--- src/rtl/fmadd_post_norm_pipe.sv ---
// fmadd_post_norm_pipe: two-stage post-normalisation of an FMA adder result (LZC, shift, exponent fix-up, sticky collection)
module fmadd_post_norm_pipe #(
    parameter int MAN = 22,
    parameter int EXP = 7,
    parameter int LZD = 4
) (
    input  logic               clk,
    input  logic               rst,
    input  logic               in_valid,
    output logic               in_ready,
    input  logic [2*MAN+3:0]   in_man,
    input  logic [EXP+1:0]     in_exp,
    input  logic               in_carry,
    input  logic               in_eff_sub,
    input  logic               in_eff_add,
    input  logic               in_guard,
    input  logic               in_round,
    input  logic               in_sticky,
    output logic               out_valid,
    input  logic               out_ready,
    output logic [MAN+1:0]     out_man,
    output logic [EXP+1:0]     out_exp,
    output logic               out_guard,
    output logic               out_round,
    output logic               out_sticky,
    output logic               out_zero,
    output logic               out_denorm
);
    localparam int W  = 2*MAN+4;
    localparam int EW = EXP+2;
    localparam int LW = LZD+1;

    logic           s1_valid, s1_sub, s1_add, s1_carry, s1_grs, s1_denorm;
    logic [W-1:0]   s1_man;
    logic [EW-1:0]  s1_exp;
    logic [LW-1:0]  s1_lzc, s1_shamt;
    logic           s1_adv, s2_adv;

    logic [LW-1:0]  lzc, shamt;
    logic [EW-1:0]  exp_m1;
    logic           lim;

    logic [W-1:0]   sh, add_i, interim;
    logic           drop, n_sticky, n_zero;
    logic [EW-1:0]  n_exp;

    assign s2_adv    = !out_valid || out_ready;
    assign s1_adv    = !s1_valid || s2_adv;
    assign in_ready  = !rst && s1_adv;

    // leading zeros of the upper mantissa field; an all-zero field counts as full width
    always_comb begin
        lzc = LW'(MAN + 2);
        for (int i = 0; i < MAN + 2; i++)
            if (in_man[MAN + 2 + i]) lzc = LW'(MAN + 1 - i);
    end

    // shift is capped so the exponent never drops below one (zero exponent stays unshifted)
    always_comb begin
        exp_m1 = in_exp - EW'(1);
        lim    = !(in_exp > EW'(lzc));
        shamt  = !lim ? lzc : (in_exp == '0 ? '0 : exp_m1[LW-1:0]);
    end

    // stage 1: capture operands, lane select (sub wins), LZC and shift amount
    always_ff @(posedge clk) begin
        if (rst) begin
            s1_valid  <= 1'b0;
            s1_sub    <= 1'b0;
            s1_add    <= 1'b0;
            s1_carry  <= 1'b0;
            s1_grs    <= 1'b0;
            s1_denorm <= 1'b0;
            s1_man    <= '0;
            s1_exp    <= '0;
            s1_lzc    <= '0;
            s1_shamt  <= '0;
        end else if (s1_adv) begin
            s1_valid <= in_valid;
            if (in_valid) begin
                s1_sub    <= in_eff_sub;
                s1_add    <= !in_eff_sub && in_eff_add;
                s1_carry  <= in_carry;
                s1_grs    <= in_guard | in_round | in_sticky;
                s1_denorm <= in_eff_sub && lim;
                s1_man    <= in_man;
                s1_exp    <= in_exp;
                s1_lzc    <= lzc;
                s1_shamt  <= shamt;
            end
        end
    end

    // lane datapath: normalising left shift for sub, carry right-shift for add, zero otherwise
    always_comb begin
        sh       = s1_man << s1_shamt;
        add_i    = s1_carry ? {1'b1, s1_man[W-1:1]} : s1_man;
        interim  = s1_sub ? sh : (s1_add ? add_i : '0);
        drop     = s1_add & s1_carry & s1_man[0];
        n_exp    = s1_sub ? s1_exp - EW'(s1_shamt) : s1_exp + EW'(s1_carry);
        n_sticky = (|interim[MAN-1:0]) | s1_grs | drop;
        n_zero   = !((|interim[W-1:MAN]) | n_sticky);
    end

    // stage 2: output registers, held while the consumer stalls
    always_ff @(posedge clk) begin
        if (rst) begin
            out_valid  <= 1'b0;
            out_man    <= '0;
            out_exp    <= '0;
            out_guard  <= 1'b0;
            out_round  <= 1'b0;
            out_sticky <= 1'b0;
            out_zero   <= 1'b0;
            out_denorm <= 1'b0;
        end else if (s2_adv) begin
            out_valid <= s1_valid;
            if (s1_valid) begin
                out_man    <= interim[W-1:MAN+2];
                out_exp    <= n_exp;
                out_guard  <= interim[MAN+1];
                out_round  <= interim[MAN];
                out_sticky <= n_sticky;
                out_zero   <= n_zero;
                out_denorm <= s1_denorm;
            end
        end
    end
endmodule

--- config.mk ---
export PLATFORM = sky130hd
export DESIGN_NAME = fmadd_post_norm_pipe
export DESIGN_NICKNAME = d
export VERILOG_FILES = /design/src/rtl/fmadd_post_norm_pipe.sv
export SDC_FILE = /design/constraint.sdc
export NUM_CORES = 1
export LEC_CHECK = 0
export ABC_CLOCK_PERIOD_IN_PS = 5200
export CAP_MARGIN = 20
export CORE_UTILIZATION = 45
export DETAILED_ROUTE_END_ITERATION = 16
export GPL_ROUTABILITY_DRIVEN = 0
export GPL_TIMING_DRIVEN = 0
export PLACE_DENSITY_LB_ADDON = 0.05
export SYNTH_ARGS = -nofsm -noshare
export SYNTH_HDL_FRONTEND = slang
export SYNTH_SLANG_ARGS = --single-unit
--- constraint.sdc ---
create_clock -name clk -period 5.2 [get_ports clk]
set_input_delay 0.78 -clock clk [delete_from_list [all_inputs] [get_ports clk]]
set_output_delay 0.78 -clock clk [all_outputs]
set_load 0.1 [all_outputs]
=== Yosys cells after proc, flatten, opt, wreduce, memory -nomap -nowiden ===
Cells that the tools add are included.

* Memories: 0
* Logic and storage cells: 75
* Flip-flop bits (word level): 107
* Output and inout bits: 40
* ROM bits: 0
* Memory bits (writable): 0
* Input port bits: 67
* Latch bits: 0

* Bitwise logic cells: 7
* Add/sub/neg operators: 3
* Shifts and indexed selects: 1
* Div/mod/pow operators: 0
* Multiplexer cells: 30
* Reductions and logical operators: 16
* $lt $le $gt $ge: 1
* Multiply operators: 0
* Eq/ne operators: 0

{| class="wikitable"
|+ Operators by type and width
! cell !! number
|-
| $mux W48 || 3
|-
| $mux W5 || 24
|-
| $shl A48 B5 Y48 || 1
|-
| $reduce_or A26 Y1 || 1
|-
| $reduce_or A22 Y1 || 1
|-
| $add A9 B1 Y9 || 1
|-
| $gt A9 B5 Y1 || 1
|-
| $logic_not A9 Y1 || 1
|-
| $mux W9 || 1
|-
| $sub A9 B5 Y9 || 1
|-
| $mux W4 || 2
|-
| $logic_not A1 Y1 || 6
|-
| $or A1 B1 Y1 || 5
|-
| $sub A5 B1 Y5 const B || 1
|-
| $reduce_and A2 Y1 || 2
|-
| $logic_and A1 B1 Y1 || 3
|-
| $and A1 B1 Y1 || 2
|-
| $logic_or A1 B1 Y1 || 2
|}

=== Logic depth before layout (Yosys ltp) ===
* Depth in word-level cells: 27
* Gate-level depth with buffers: 16

=== Worst setup path after synthesis ===
Ideal clock, no wire load.

* Path type: in2reg
* Start point: input in_man[26]
* End point: register s1_shamt[2]
* Buffers on the path: 0
* Setup slack: 1.677 ns
* Data required time: 5.130 ns
* Data arrival time: 3.452 ns
* Stages on the path: 15
* Cell sequence: o31ai_1 > a211oi_1 > o31ai_1 > a211oi_1 > o31ai_1 > nand2_1 > ha_1 > nor2b_1 > o21a_1 > o21a_1 > o21ai_0 > nand2b_1 > a21o_1 > or4_1 > a21oi_1

* Cells in the longest elaborated chain, start to end: 24

{| class="wikitable"
|+ RTL lines
! item !! RTL line !! source
|-
| start: declaration || 11 || <nowiki>input logic [2*MAN+3:0] in_man,</nowiki>
|-
| $mux W5 * (22 in series) || 55 || <nowiki>if (in_man[MAN + 2 + i]) lzc = LW'(MAN + 1 - i);</nowiki>
|-
| $gt A9 B5 Y1 || 61 || <nowiki>lim = !(in_exp > EW'(lzc));</nowiki>
|-
| $mux W5 * || 62 || <nowiki>shamt = !lim ? lzc : (in_exp == '0 ? '0 : exp_m1[LW-1:0]);</nowiki>
|-
| end signal: assignment || 89 || <nowiki>s1_shamt <= shamt;</nowiki>
|-
| end: declaration || 36 || <nowiki>logic [LW-1:0] s1_lzc, s1_shamt;</nowiki>
|}

Every way passes the cells marked *; elsewhere a longest branch is shown, timed or not.
A chain may end at the register's enable or synchronous reset.

=== Final worst setup path ===
* Start point: input rst
* End point: output in_ready

* Cells in the longest elaborated chain, start to end: 2

{| class="wikitable"
|+ RTL lines
! item !! RTL line !! source
|-
| start: declaration || 8 || <nowiki>input logic rst,</nowiki>
|-
| $logic_not A1 Y1 || 49 || <nowiki>assign in_ready = !rst && s1_adv;</nowiki>
|-
| $logic_and A1 B1 Y1 || 49 ||
|-
| end: declaration || 10 || <nowiki>output logic in_ready,</nowiki>
|}

No other way between the ends.

==> results.toml <==
[status]
status = "completed"

[sta]
finalCritPeriodShare_pct = 84.52
slew_violations = 0
finClkSkew_ns = 0.01357
clock.fmax_mhz = 227.5
hold_viol_final = 0
relSlewSlack_pct = 35.22
period_minus_slack_ns = 4.395
setup_violations = 0
rsz0062_at_grt = "false"
setup_tns_ns = 0
worst_pin_slew_ns = 0.9687

[grt]
grt_pass1_vias = 7541
grt_usage_pct = 31.09
grt_overflow = 0
grt_max_degree = 20
antenna_found_initial = 0
grt_first_pass_wirelength_um = 43990

[hold_path]
hold_depth = 2
worstHoldStart = "out_exp[2]"
min_path_type = "reg2reg"

[clock_tree]
cts_buffer_depth = 2
htreeDepth = 3
cts_buffers = 9
cts_tree = "done"
root_buffer = "clkbuf_16"
cts_hold_buf = 0
clk_pin_slew_ns = 0.07
post_cts_buffers = 0
clock_latency_ns = 0.37
cts_resized = 0
cts.sinks = 107

[worst_setup_path]
critical_path.cell_chain = "clkdlybuf4s50_1 -> clkbuf_1 -> clkbuf_1 -> a21oi_1 -> clkdlybuf4s50_1"
cpPeakStageDelay_ns = 1.00
crit_type = "in2out"
endpoint_kind = "output pin"
r2r_cells = 16
crit_path_max_fanout = 10
crit_path_start = "rst"
critPathRequiredTime_ns = 4.42
cp_num_cells = 5
rr_startpoint = "s1_shamt[2]"
crit_path_start_kind = "input pin"
critical-path-top-delay-family = "buffers and inverters"
cp_slowest_cell = "clkdlybuf4s50_1"
worstPathArrival_ns = 3.62
critPathBufInv = 4

[synthesis]
synthArstFlopShare_pct = 0
synth-seq-cells = 107
yosys_warnings = 0
netlist-cell-type-count = 60
ys.flop_type = "dfxtp_1"
netlist_instances = 984
synth-edff-count = 0
ys_seq_area_share_pct = 25.78
syn_area_mm2 = 0.008308
syn_nets = 1066
syn_avg_cell_area_um2 = 8.443

[die]
dieArea_mm2 = 0.01901
io_pins = 107
rows = 49
die_w_um = 137.9
core-area_mm2 = 0.01802
start_util_pct = 46.09
die_h_um = 137.9

[route]
drt_iter0_drc = 666
vias = 8328
wire_per_inst_um = 21.29
drc = 0
drtPass1Iterations = 5
vias_per_cell = 6.238
ant_nets = 0
routed_wl_um = 28420

[finish]
syn_to_final_growth_pct = 19.94
design_area_mm2 = 0.009965
final_common_cell = "nand2_1"
n_fill_cell = 1786
final_cell_mix = "165 x nand2_1, 107 x dfxtp_1, 106 x clkdlybuf4s50_1"
fin_cells = 1335
antenna_cells = 0
layout.nets = 1183
drive_above_1_share_pct = 12.48

[flow_run]
cap_violations = 0

[pwr]
total_power_w = 0.002410
p_leak_nw = 3.398
p_per_area_mw_per_mm2 = 241.8
vdd_drop_max_v = 0.0001606

[placed_design]
place_inst = 1319
port_buffers = 106
dpl_cell_area_mm2 = 0.009656
place_hpwl_um = 22320
[power breakdown]
group / total, W / internal, W / switching, W
Combinational: 0.000766 / 0.000294 / 0.000473
Sequential: 0.000926 / 0.000868 / 0.0000581
Clock: 0.000717 / 0.000381 / 0.000336
Total: 0.00241 / 0.00154 / 0.000867
[path summary, 6_finish.rpt]
| path | to | slack (ns) |
|---|---|---|
| min reg2reg | out_exp[2] | 0.45 |
| max reg2reg | out_exp[8] | 0.90 |
| max | in_ready | 0.80 |
| min | out_exp[2] | 0.45 |
[cell usage after synthesis (4+ instances only)]
library cell / number / area (um^2)
nor4_1: 10 / 62.56
dfxtp_1: 107 / 2142
buf_2: 16 / 80.08
nor3_1: 21 / 105.1
mux2_2: 29 / 326.6
nor2b_1: 12 / 75.07
a31oi_1: 7 / 43.79
or4_1: 6 / 45.04
o211ai_1: 7 / 52.55
buf_1: 14 / 52.55
nand2_1: 165 / 619.3
o21ai_0: 25 / 125.1
o221a_2: 4 / 45.04
clkbuf_1: 59 / 221.5
nand3b_1: 6 / 45.04
and2_1: 5 / 31.28
ha_1: 14 / 175.2
inv_1: 19 / 71.32
a211oi_1: 31 / 232.7
mux4_2: 63 / 1419
nor2_1: 92 / 345.3
o22ai_1: 7 / 43.79
a21oi_1: 94 / 470.5
nand2b_1: 8 / 50.05
a221oi_1: 4 / 35.03
nand4_1: 4 / 25.02
mux2i_1: 65 / 650.6
nand3_1: 20 / 100.1
or3_1: 4 / 25.02
o31ai_1: 6 / 45.04
o21a_1: 9 / 67.56
[metal layers]
layer	vias up	share of wire, %	wire length (um)	track usage [%]
li1	3859	-	-	-
met1	3943	44	12580	44.45
met2	451	43	12150	44.92
met3	75	8.9	2522	5.702
met4	0	4.1	1167	14.79
met5	-	0	0	0
[worst reg2reg max path, cell delays in order, from the launching register on]
cell	delay, ns
dfxtp_1	0.31
buf_2	0.18
buf_2	0.26
buf_2	0.32
buf_1	0.55
buf_2	0.36
buf_2	0.33
a21oi_1	0.12
ha_1	0.36
nor2b_1	0.14
o21ai_0	0.10
a21boi_0	0.23
o21ai_0	0.15
a21boi_0	0.27
o21ai_0	0.14
and3_1	0.18
o31ai_1	0.21
[registers in the layout (all words and copies together), names as in the netlist, 5 cells and up]
| register | flops |
|---|---|
| s1_man | 48 |
| out_man | 24 |
| out_exp | 9 |
| s1_exp | 9 |
| s1_shamt | 5 |
[stage by stage]
stage | worst slack, ns | utilization (%) | hold slack, ns
after floorplan | 1.677 | - | 0.4321
after global placement | 0.6268 | 53.57 | 0.4392
after detailed placement | 0.6250 | 53.57 | 0.4450
after CTS | 0.8047 | 55.28 | 0.4553
after global routing | 0.4783 | 55.28 | 0.4726
final | 0.8050 | 55.28 | 0.4497
[cells by family after synthesis]
family / synth area share [%]
AO/OA/AOI/OAI: 16.93
XOR/XNOR: 0.4218
adder cells (fa/ha/maj): 2.349
buffers and inverters: 5.617
flip-flops: 25.78
multiplexers: 29.47
AND/OR/NAND/NOR: 19.43
[area by class of cell]
| cell class | instances | area [um^2] | area share (%) |
|---|---|---|---|
| multi-input cells | 764 | 5699 | 57.19 |
| flip-flops and latches | 107 | 2142 | 21.50 |
| plain buffers | 93 | 391.6 | 3.930 |
| inverters | 20 | 75.07 | 0.7534 |
| clock inverters | 7 | 83.83 | 0.8413 |
| repair buffers | 106 | 1061 | 10.65 |
| clock buffers | 9 | 225.2 | 2.260 |
| well taps | 229 | 286.5 | 2.875 |
Note: power is estimated with default switching activity, not from simulation.
